--- src/rtl/nyan_keys_pkg.sv ---
// nyan_keys_pkg: constants, event record layout and helper functions shared
// by the key event queue and its FIFO.
package nyan_keys_pkg;

  // Default number of debounced key inputs on the keyboard matrix.
  localparam int KEYS_DEFAULT = 61;

  // Default event FIFO depth (power of two, at least 2).
  localparam int DEPTH_DEFAULT = 16;

  // Key index width for the default keyboard.
  localparam int KIDX_W_DEFAULT = $clog2(KEYS_DEFAULT);

  // Event record layout, most significant field first: {press, key index}.
  // The top level builds the same layout by concatenation so that a
  // non-default KEYS still produces the {press, key} ordering.
  typedef struct packed {
    logic                      press;
    logic [KIDX_W_DEFAULT-1:0] key;
  } key_evt_t;

  // Key index width; a single-key build still gets a one-bit index.
  function automatic int kidx_width(input int keys);
    return (keys > 1) ? $clog2(keys) : 1;
  endfunction

  // Width of one event record: press flag plus key index.
  function automatic int evt_width(input int kidx_w);
    return kidx_w + 1;
  endfunction

  // Level a key shows when it is not pressed.
  function automatic logic released_level(input bit active_low);
    return active_low ? 1'b1 : 1'b0;
  endfunction

endpackage

--- src/rtl/key_evt_fifo.sv ---
// key_evt_fifo: first-word-fall-through FIFO for key events. The head entry
// is presented combinationally while the FIFO is non-empty and reads as zero
// when empty. Pushes into a full FIFO and pops from an empty one are ignored.
module key_evt_fifo #(
  parameter int WIDTH = 7,
  parameter int DEPTH = 16,
  localparam int AW = $clog2(DEPTH),
  localparam int CW = $clog2(DEPTH + 1)
) (
  input  logic             clk_i,
  input  logic             rst_n_i,
  input  logic             push_i,
  input  logic [WIDTH-1:0] wr_data_i,
  input  logic             pop_i,
  output logic [WIDTH-1:0] rd_data_o,
  output logic [CW-1:0]    count_o,
  output logic             full_o,
  output logic             empty_o
);

  // DEPTH is a power of two, so the pointers wrap naturally at AW bits.
  localparam logic [CW-1:0] FULL_CNT = CW'(DEPTH);

  logic [WIDTH-1:0] mem_q [DEPTH];
  logic [AW-1:0]    wr_ptr_q, wr_ptr_d;
  logic [AW-1:0]    rd_ptr_q, rd_ptr_d;
  logic [CW-1:0]    count_q, count_d;
  logic             push_ok;
  logic             pop_ok;

  // Fullness and emptiness come from the registered count only, so a pop in
  // the same cycle never makes room for a push.
  assign full_o  = (count_q == FULL_CNT);
  assign empty_o = (count_q == '0);
  assign push_ok = push_i && !full_o;
  assign pop_ok  = pop_i && !empty_o;

  // Next-state pointers and occupancy; push+pop together keeps the count.
  always_comb begin
    wr_ptr_d = wr_ptr_q;
    rd_ptr_d = rd_ptr_q;
    count_d  = count_q;
    if (push_ok) begin
      wr_ptr_d = wr_ptr_q + AW'(1);
    end
    if (pop_ok) begin
      rd_ptr_d = rd_ptr_q + AW'(1);
    end
    case ({push_ok, pop_ok})
      2'b10:   count_d = count_q + CW'(1);
      2'b01:   count_d = count_q - CW'(1);
      default: count_d = count_q;
    endcase
  end

  // Pointer and count registers.
  always_ff @(posedge clk_i or negedge rst_n_i) begin
    if (!rst_n_i) begin
      wr_ptr_q <= '0;
      rd_ptr_q <= '0;
      count_q  <= '0;
    end else begin
      wr_ptr_q <= wr_ptr_d;
      rd_ptr_q <= rd_ptr_d;
      count_q  <= count_d;
    end
  end

  // Storage write; contents need no reset because empty entries are masked.
  always_ff @(posedge clk_i) begin
    if (push_ok) begin
      mem_q[wr_ptr_q] <= wr_data_i;
    end
  end

  // Head presentation: zero while empty so downstream never sees stale data.
  always_comb begin
    rd_data_o = '0;
    if (!empty_o) begin
      rd_data_o = mem_q[rd_ptr_q];
    end
  end

  assign count_o = count_q;

endmodule

--- src/rtl/key_event_queue.sv ---
// key_event_queue: converts debounced per-key levels into press/release
// events. A round-robin scanner compares one key per cycle against the last
// state reported for it and queues any difference in an FWFT FIFO that the
// host drains with a valid/ready handshake.
module key_event_queue
  import nyan_keys_pkg::*;
#(
  parameter int KEYS       = KEYS_DEFAULT,
  parameter int DEPTH      = DEPTH_DEFAULT,
  parameter int ACTIVE_LOW = 1,
  localparam int KIDX_W    = kidx_width(KEYS),
  localparam int CNT_W     = $clog2(DEPTH + 1)
) (
  input  logic              clk_i,
  input  logic              rst_n_i,
  input  logic [KEYS-1:0]   keys_i,
  output logic              evt_valid_o,
  input  logic              evt_ready_i,
  output logic [KIDX_W-1:0] evt_key_o,
  output logic              evt_press_o,
  output logic [CNT_W-1:0]  count_o,
  output logic              defer_o,
  input  logic              defer_clr_i
);

  localparam int                EVT_W    = evt_width(KIDX_W);
  localparam logic              REL_LVL  = released_level(ACTIVE_LOW != 0);
  localparam logic [KIDX_W-1:0] LAST_IDX = KIDX_W'(KEYS - 1);

  logic [KIDX_W-1:0] scan_idx_q, scan_idx_d;
  logic [KEYS-1:0]   reported_q, reported_d;
  logic              defer_q, defer_d;

  logic [KEYS-1:0]   diff_vec;
  logic              cur_lvl;
  logic              diff;
  logic              push;
  logic              pop;
  logic              push_press;
  logic              fifo_full;
  logic              fifo_empty;
  logic [EVT_W-1:0]  wr_evt;
  logic [EVT_W-1:0]  rd_evt;

  // Per-key mismatch between the live level and the last reported level.
  genvar gi;
  generate
    for (gi = 0; gi < KEYS; gi++) begin : g_diff
      assign diff_vec[gi] = keys_i[gi] ^ reported_q[gi];
    end
  endgenerate

  // Only the key under the scanner may generate an event this cycle; a key
  // that flips and flips back between visits is never seen, which is fine
  // because debounced activity is much slower than one sweep.
  assign cur_lvl    = keys_i[scan_idx_q];
  assign diff       = diff_vec[scan_idx_q];
  assign push       = diff && !fifo_full;
  assign push_press = (cur_lvl != REL_LVL);
  assign wr_evt     = {push_press, scan_idx_q};
  assign pop        = evt_valid_o && evt_ready_i;

  // Scanner, reported-state and deferral next-state logic. A deferred key
  // keeps its old reported level so the next sweep retries it.
  always_comb begin
    scan_idx_d = (scan_idx_q == LAST_IDX) ? '0 : scan_idx_q + KIDX_W'(1);
    reported_d = reported_q;
    defer_d    = defer_q;
    if (push) begin
      reported_d[scan_idx_q] = cur_lvl;
    end
    if (defer_clr_i) begin
      defer_d = 1'b0;
    end
    if (diff && fifo_full) begin
      defer_d = 1'b1;
    end
  end

  // Scanner, reported-state and deferral registers.
  always_ff @(posedge clk_i or negedge rst_n_i) begin
    if (!rst_n_i) begin
      scan_idx_q <= '0;
      reported_q <= {KEYS{REL_LVL}};
      defer_q    <= 1'b0;
    end else begin
      scan_idx_q <= scan_idx_d;
      reported_q <= reported_d;
      defer_q    <= defer_d;
    end
  end

  key_evt_fifo #(
    .WIDTH (EVT_W),
    .DEPTH (DEPTH)
  ) u_fifo (
    .clk_i     (clk_i),
    .rst_n_i   (rst_n_i),
    .push_i    (push),
    .wr_data_i (wr_evt),
    .pop_i     (pop),
    .rd_data_o (rd_evt),
    .count_o   (count_o),
    .full_o    (fifo_full),
    .empty_o   (fifo_empty)
  );

  assign evt_valid_o = !fifo_empty;
  assign evt_press_o = rd_evt[EVT_W-1];
  assign evt_key_o   = rd_evt[KIDX_W-1:0];
  assign defer_o     = defer_q;

endmodule
--- config.mk ---
export PLATFORM = sky130hd
export DESIGN_NAME = key_event_queue
export DESIGN_NICKNAME = d
export VERILOG_FILES = /design/src/rtl/nyan_keys_pkg.sv /design/src/rtl/key_evt_fifo.sv /design/src/rtl/key_event_queue.sv
export SDC_FILE = /design/constraint.sdc
export NUM_CORES = 1
export LEC_CHECK = 0
export ABC_CLOCK_PERIOD_IN_PS = 3830
export CORE_AREA = 2 2 127 154
export CTS_BUF_LIST = sky130_fd_sc_hd__clkbuf_16
export CTS_CLUSTER_DIAMETER = 30
export DETAILED_ROUTE_END_ITERATION = 10
export DIE_AREA = 0 0 129 156
export PLACE_DENSITY = 0.76
export RECOVER_POWER = 100
export SLEW_MARGIN = 15
export SYNTH_ARGS = -nofsm -noshare
export SYNTH_HDL_FRONTEND = slang
export SYNTH_SLANG_ARGS = --single-unit
--- constraint.sdc ---
create_clock -name clk_i -period 3.83 [get_ports clk_i]
set_input_delay 0.766 -clock clk_i [delete_from_list [all_inputs] [get_ports clk_i]]
set_output_delay 0.766 -clock clk_i [all_outputs]
set_load 0.01 [all_outputs]
==> Yosys cells after proc, flatten, opt, wreduce, memory -nomap -nowiden <==
Memories as Yosys holds them, arrays and structs flattened.
Cells that the tools add are included.
{ "op_classes": {"n_addsub": 5, "order_cmp": 2, "n_eq_ne": 4, "mux": 14, "bitwise": 62, "reduce_logical": 11} }
{ "ops": {"columns": ["cell", "n"], "rows": [
  ["$bwmux 61", 1],
  ["$xor 1x1->1", 61],
  ["$bmux 1 s6", 2],
  ["$pmux 5 s2", 1],
  ["$add 4x1->4 const B", 2],
  ["$lt 6x7->1 const B", 1],
  ["$mux 1", 7],
  ["$mux 7", 1],
  ["$add 6x1->6 const B", 1],
  ["$demux 1 s6", 1],
  ["$eq 6x6->1 const B", 1],
  ["$ge 6x1->1 const B", 1],
  ["$logic_and 1x1->1", 6],
  ["$mux 6", 1],
  ["$add 5x1->5 const B", 1],
  ["$eq 5x5->1 const B", 1],
  ["$logic_not 5->1", 1],
  ["$sub 5x1->5 const B", 1],
  ["$reduce_bool 2->1", 2],
  ["$eq 2x1->1 const B", 1],
  ["$eq 2x2->1 const B", 1],
  ["$logic_not 1->1", 2],
  ["$not 1->1", 1]
]} }
{ "word_totals": {"ff_bits": 81, "ram_bits": 112, "in_bits": 65, "out_inout_bits": 14, "wordCells": 105, "n_memories": 1} }
{ "memory_table": {"columns": ["name", "words", "word_bits", "read_ports", "rd_ports_with_merged_regs", "wr", "line", "rtl"], "rows": [
  ["u_fifo.mem_q", 16, 7, 1, 0, 1, "key_evt_fifo.sv:24", "logic [WIDTH-1:0] mem_q [DEPTH];"]
]} }

==> Longest topological paths before layout <==
{ "depth": {"ltp_word": 7, "ltp_mapped": 20} }

==> Modules after synthesis <==
From an unflattened synthesis, not the netlist that was laid out.
{ "unflattened": {"cells_unflattened": 795, "area_unflattened_um2": 10153.5} }
{ "by_module_without_submodules": {"columns": ["mod", "n_inst", "cells_each", "area_per_inst_um2", "seq_area_each_um2"], "rows": [
  ["key_evt_fifo", 1, 281, 5208.7, 3688.5],
  ["key_event_queue", 1, 514, 4944.7, 1778.0]
]} }

==> Worst setup path before layout <==
No wires, ideal clock.
{ "synth_path": {"path_kind": "reg2reg", "startpoint": "register scan_idx_q[1]", "endpoint": "register u_fifo.count_q[4] (netlist: u_fifo.count_o[4])", "t_arrival_ns": 3.938, "slack_ns": -0.237, "stages_incl_launch_ff": 21, "path_buffers": 6, "synth_period_minus_slack_ns": 4.067, "cell_sequence": "dfrtp_1 buf_4 buf_6 buf_6 nand3b_2 buf_6 o22ai_1 o41ai_1 o2111ai_1 o31ai_4 buf_2 buf_2 ha_1 inv_1 fa_1 inv_1 a21o_1 a21oi_1 xnor2_1 nor2_1 xor2_1"} }
{ "synth_via": {"elab_chain_len": 6, "word_cells_on_any_way": 8} }
{ "synth_lines": {"columns": ["item", "line", "rtl"], "rows": [
  ["start: declaration", "key_event_queue.sv:30", "logic [KIDX_W-1:0] scan_idx_q, scan_idx_d;"],
  ["start signal: assignment", "key_event_queue.sv:87", "scan_idx_q <= scan_idx_d;"],
  ["$bmux 1 s6 (*)", "key_event_queue.sv:57", "assign diff = diff_vec[scan_idx_q];"],
  ["$mux 1 (implied by the code) (*)", "key_event_queue.sv:57", null],
  ["$logic_and 1x1->1 (*)", "key_event_queue.sv:58", "assign push = diff && !fifo_full;"],
  ["$logic_and 1x1->1 (*)", "key_evt_fifo.sv:35", "assign push_ok = push_i && !full_o;"],
  ["$eq 2x1->1 or $eq 2x2->1 (tied branches)", "key_evt_fifo.sv:49", "case ({push_ok, pop_ok})"],
  ["$pmux 5 s2 or $reduce_bool 2->1 (tied branches)", null, null],
  ["end signal: assignment", "key_evt_fifo.sv:65", "count_q <= count_d;"],
  ["end: declaration", "key_evt_fifo.sv:27", "logic [CW-1:0] count_q, count_d;"]
]} }
Mark *: on every way between the ends. The rest lies on a longest branch, timed or not. The select of a mux whose other input is x is not followed.
A chain may end at the register's enable or synchronous reset.

==> Final worst setup path <==
{ "layout_path": {"startpoint": "register scan_idx_q[0]", "endpoint": "register u_fifo.count_q[4] (netlist: u_fifo.count_o[4])"} }
Same word-level chain as after synthesis.

==> results by group <==
Clocking
  – Clk root buf: clkbuf_16
  – CTS resizes: 0
  – # Post-CTS Setup Buffers: 0
  – Worst-path clk slew: 70 ps
  – CTS Sinks: 193
  – CTS tree: done
  – Cts bufs inserted: 17
  – Clock buffer depth: 2
  – Hold Buf Count CTS: 0
  – Htree depth: 4
  – Worst skew pair latency: 440 ps

Detailed routing
  – Post-route ant nets: 0
  – Drt total wl: 24100 um
  – DRC viols: 0
  – Vias per cell: 5.99
  – Wire per inst: 22.1 um
  – Vias: 6527
  – 1st-pass router iterations: 5
  – Iteration-0 DRC Markers: 586

Finish
  – Share of layout cells above drive strength 1: 26.1%
  – ANT cells: 0
  – FILL cells: 1415
  – Fin nets: 897
  – Area of the multi-input gates: 0.00395 mm2
  – Syn-to-layout area delta: 19.4%
  – Storage cell area: 0.00547 mm2

Synthesis
  – Post-synth net total: 790
  – EDFF count, synth: 112
  – Post-synth ARST share: 42.0%
  – Library cells used by synthesis: 55
  – Top-area cell type share of the netlist area: 34.6%
  – Most numerous cell in the Yosys netlist: edfxtp_1
  – Top_reg_cell synth: edfxtp_1
  – Syn_area_per_cell: 13.6 um2
  – #FFs+latches synth: 193
  – Top post-synthesis cells by area: edfxtp_1, dfstp_2, mux4_2
  – Synth area leader: edfxtp_1
  – Most frequent cells after synthesis: edfxtp_1, xnor2_1, nor3_1
  – Ys Warns: 0
  – Seq/Total Area, Yosys: 56.2%
  – Post-Syn Area: 0.00973 mm2
  – Syn Inst Count: 713

STA
  – Period utilization: 96.4%
  – Final setup vio count: 0
  – Final Hold Vio Count: 0
  – Setup Skew: 11.2 ps
  – FMAX: 0.271 GHz
  – RSZ-0062 raised after global routing: no
  – Max-slew violation count: 61
  – Worst rel slew slack: -5.60%
  – Slew @ Worst Pin: 1580 ps
  – Final critical-path setup slack: 137 ps
  – Min Tclk post-route: 3690 ps

Worst setup path
  – Data required, critical path: 4150 ps
  – Worst setup path class: reg2reg
  – Peak fanout along the critical path: 10
  – Worst r2r src: scan_idx_q[0]
  – Critical path startpoint: scan_idx_q[0]
  – Worst setup EP type: register
  – Critical Path AT: 4010 ps
  – CP Launch Type: register

Die
  – Die Area: 0.0201 mm2
  – Initial core utilization: 52.2%
  – Core area: 0.0186 mm2
  – Row count: 55
  – Width of the die: 129 um
  – IO Pins: 79
  – Die Ht: 156 um

GRT
  – Initial antenna violation count: 0
  – First-pass GRT wire length: 38100 um
  – Grt ovf: 0
  – Largest net degree at the start of global routing: 81
  – All-layer global routing usage: 25.0%
  – Vias in the first global route: 6940

Place
  – Port bufs: 78
  – DP Worst Slack: -218 ps
  – Detailed placement HPWL: 16900 um
  – Routability congestion estimate: 0.931

Run status
  – Failing checks: max-capacitance violations, max-slew violations
  – Status: finished, violations left

Hold path
  – Hold wc startpoint: defer_o
  – Hold Crit Class: reg2reg

Power and ir drop
  – Leak Pwr: 4.08 nW
  – Peak supply drop: 311 uV
  – Pwr/cell area: 540 mW/mm2
  – Design Power: 6.27 mW

Run
  – Maxcap violations: 1
==> cells in the final DEF (no fill, tap or decap), drive strengths merged, types with 5 or more instances in the layout <==
cell type / netlist / layout
edfxtp: 112 / 112
clkdlybuf4s50: 0 / 70
mux2: 69 / 69
xnor2: 67 / 67
nor3: 64 / 64
dfstp: 61 / 61
buf: 30 / 44
clkbuf: 26 / 40
mux4: 38 / 38
o22ai: 34 / 34
nand2: 28 / 28
nor2: 27 / 27
dfrtp: 20 / 20
inv: 12 / 19
nor2b: 12 / 12
nand3: 12 / 12
ha: 11 / 11
o21ai: 10 / 10
dlygate4sd3: 0 / 7
clkinv: 0 / 7
xor2: 6 / 6
a21oi: 6 / 6
a22oi: 6 / 6
nand3b: 6 / 6
mux2i: 5 / 5
nor4: 5 / 5
or3: 5 / 5
==> where the power goes <==
part / switching, mW / internal [mW] / leakage, nW
clock: 0.873 / 0.941 / 0.299
combinational: 0.817 / 0.954 / 1.89
sequential: 0.202 / 2.48 / 1.89
total: 1.89 / 4.38 / 4.08
==> kinds of logic after synthesis <==
group | Yosys count | share of synthesized area [%]
compound gates | 81 | 5.72
mux | 112 | 17.3
fa+ha+maj | 12 | 1.62
simple gates | 174 | 9.17
buf+inv | 68 | 3.42
xor+xnor | 73 | 6.57
flops | 193 | 56.2
==> cell type report <==
type                    instances  share of cell area [%]
multi-input cells             452                    34.0
inverters                      12                   0.388
clock inverters                15                    1.59
flip-flops and latches        193                    47.1
well taps                     256                    2.76
repair buffers                144                    10.4
clock buffers                  17                    3.66
==> worst paths after layout <==
path	endpoint	depth (start not counted)	slack, ps
max	u_fifo.count_o[4]	16	140
min	defer_o	1	500
max reg2reg	u_fifo.count_o[4]	16	140
min reg2reg	defer_o	1	500
max in group asynchronous	reported_q[34]	2	1420
min in group asynchronous	scan_idx_q[2]	1	740
==> flip-flops by register name, indices dropped and copies added (netlist names) <==
register,count
defer_o,1
u_fifo.mem_q,112
scan_idx_q,6
u_fifo.count_o,5
reported_q,61
u_fifo.rd_ptr_q,4
u_fifo.wr_ptr_q,4
==> critical path, cell delays in order, from the launching register on <==
cell,delay (ps)
dfrtp_2,470
buf_4,200
nand3_2,150
buf_4,210
o22ai_1,80
o41ai_1,500
o2111ai_1,300
o31ai_4,350
ha_4,190
inv_1,70
fa_1,400
inv_1,70
a21o_1,100
a21oi_1,80
xnor2_1,170
nor2_1,70
xor2_1,140
==> through the flow <==
stage | instance area [um2] | setup TNS (ps) | util [%] | std cells | hold slack, ps
after floorplan | 9770 | 0 | - | 713 | 470
after CTS | 11700 | 0 | 62.6 | 1089 | 449
after detailed placement | 11100 | -21270 | 59.3 | 1057 | 493
after global placement | 11100 | -20680 | 59.3 | 1057 | 478
after global routing | 11600 | 0 | 62.3 | 1089 | 525
final | 11600 | 0 | 62.3 | 1089 | 499
==> layer usage <==
metal	up-vias	global-route usage, %	routed length [um]
li1	2899	-	-
met1	3283	29.8	9260
met2	277	44.1	12600
met3	68	4.05	1280
met4	0	12.0	946
met5	-	0	0
No activity file was read; power rests on OpenSTA's default activity.
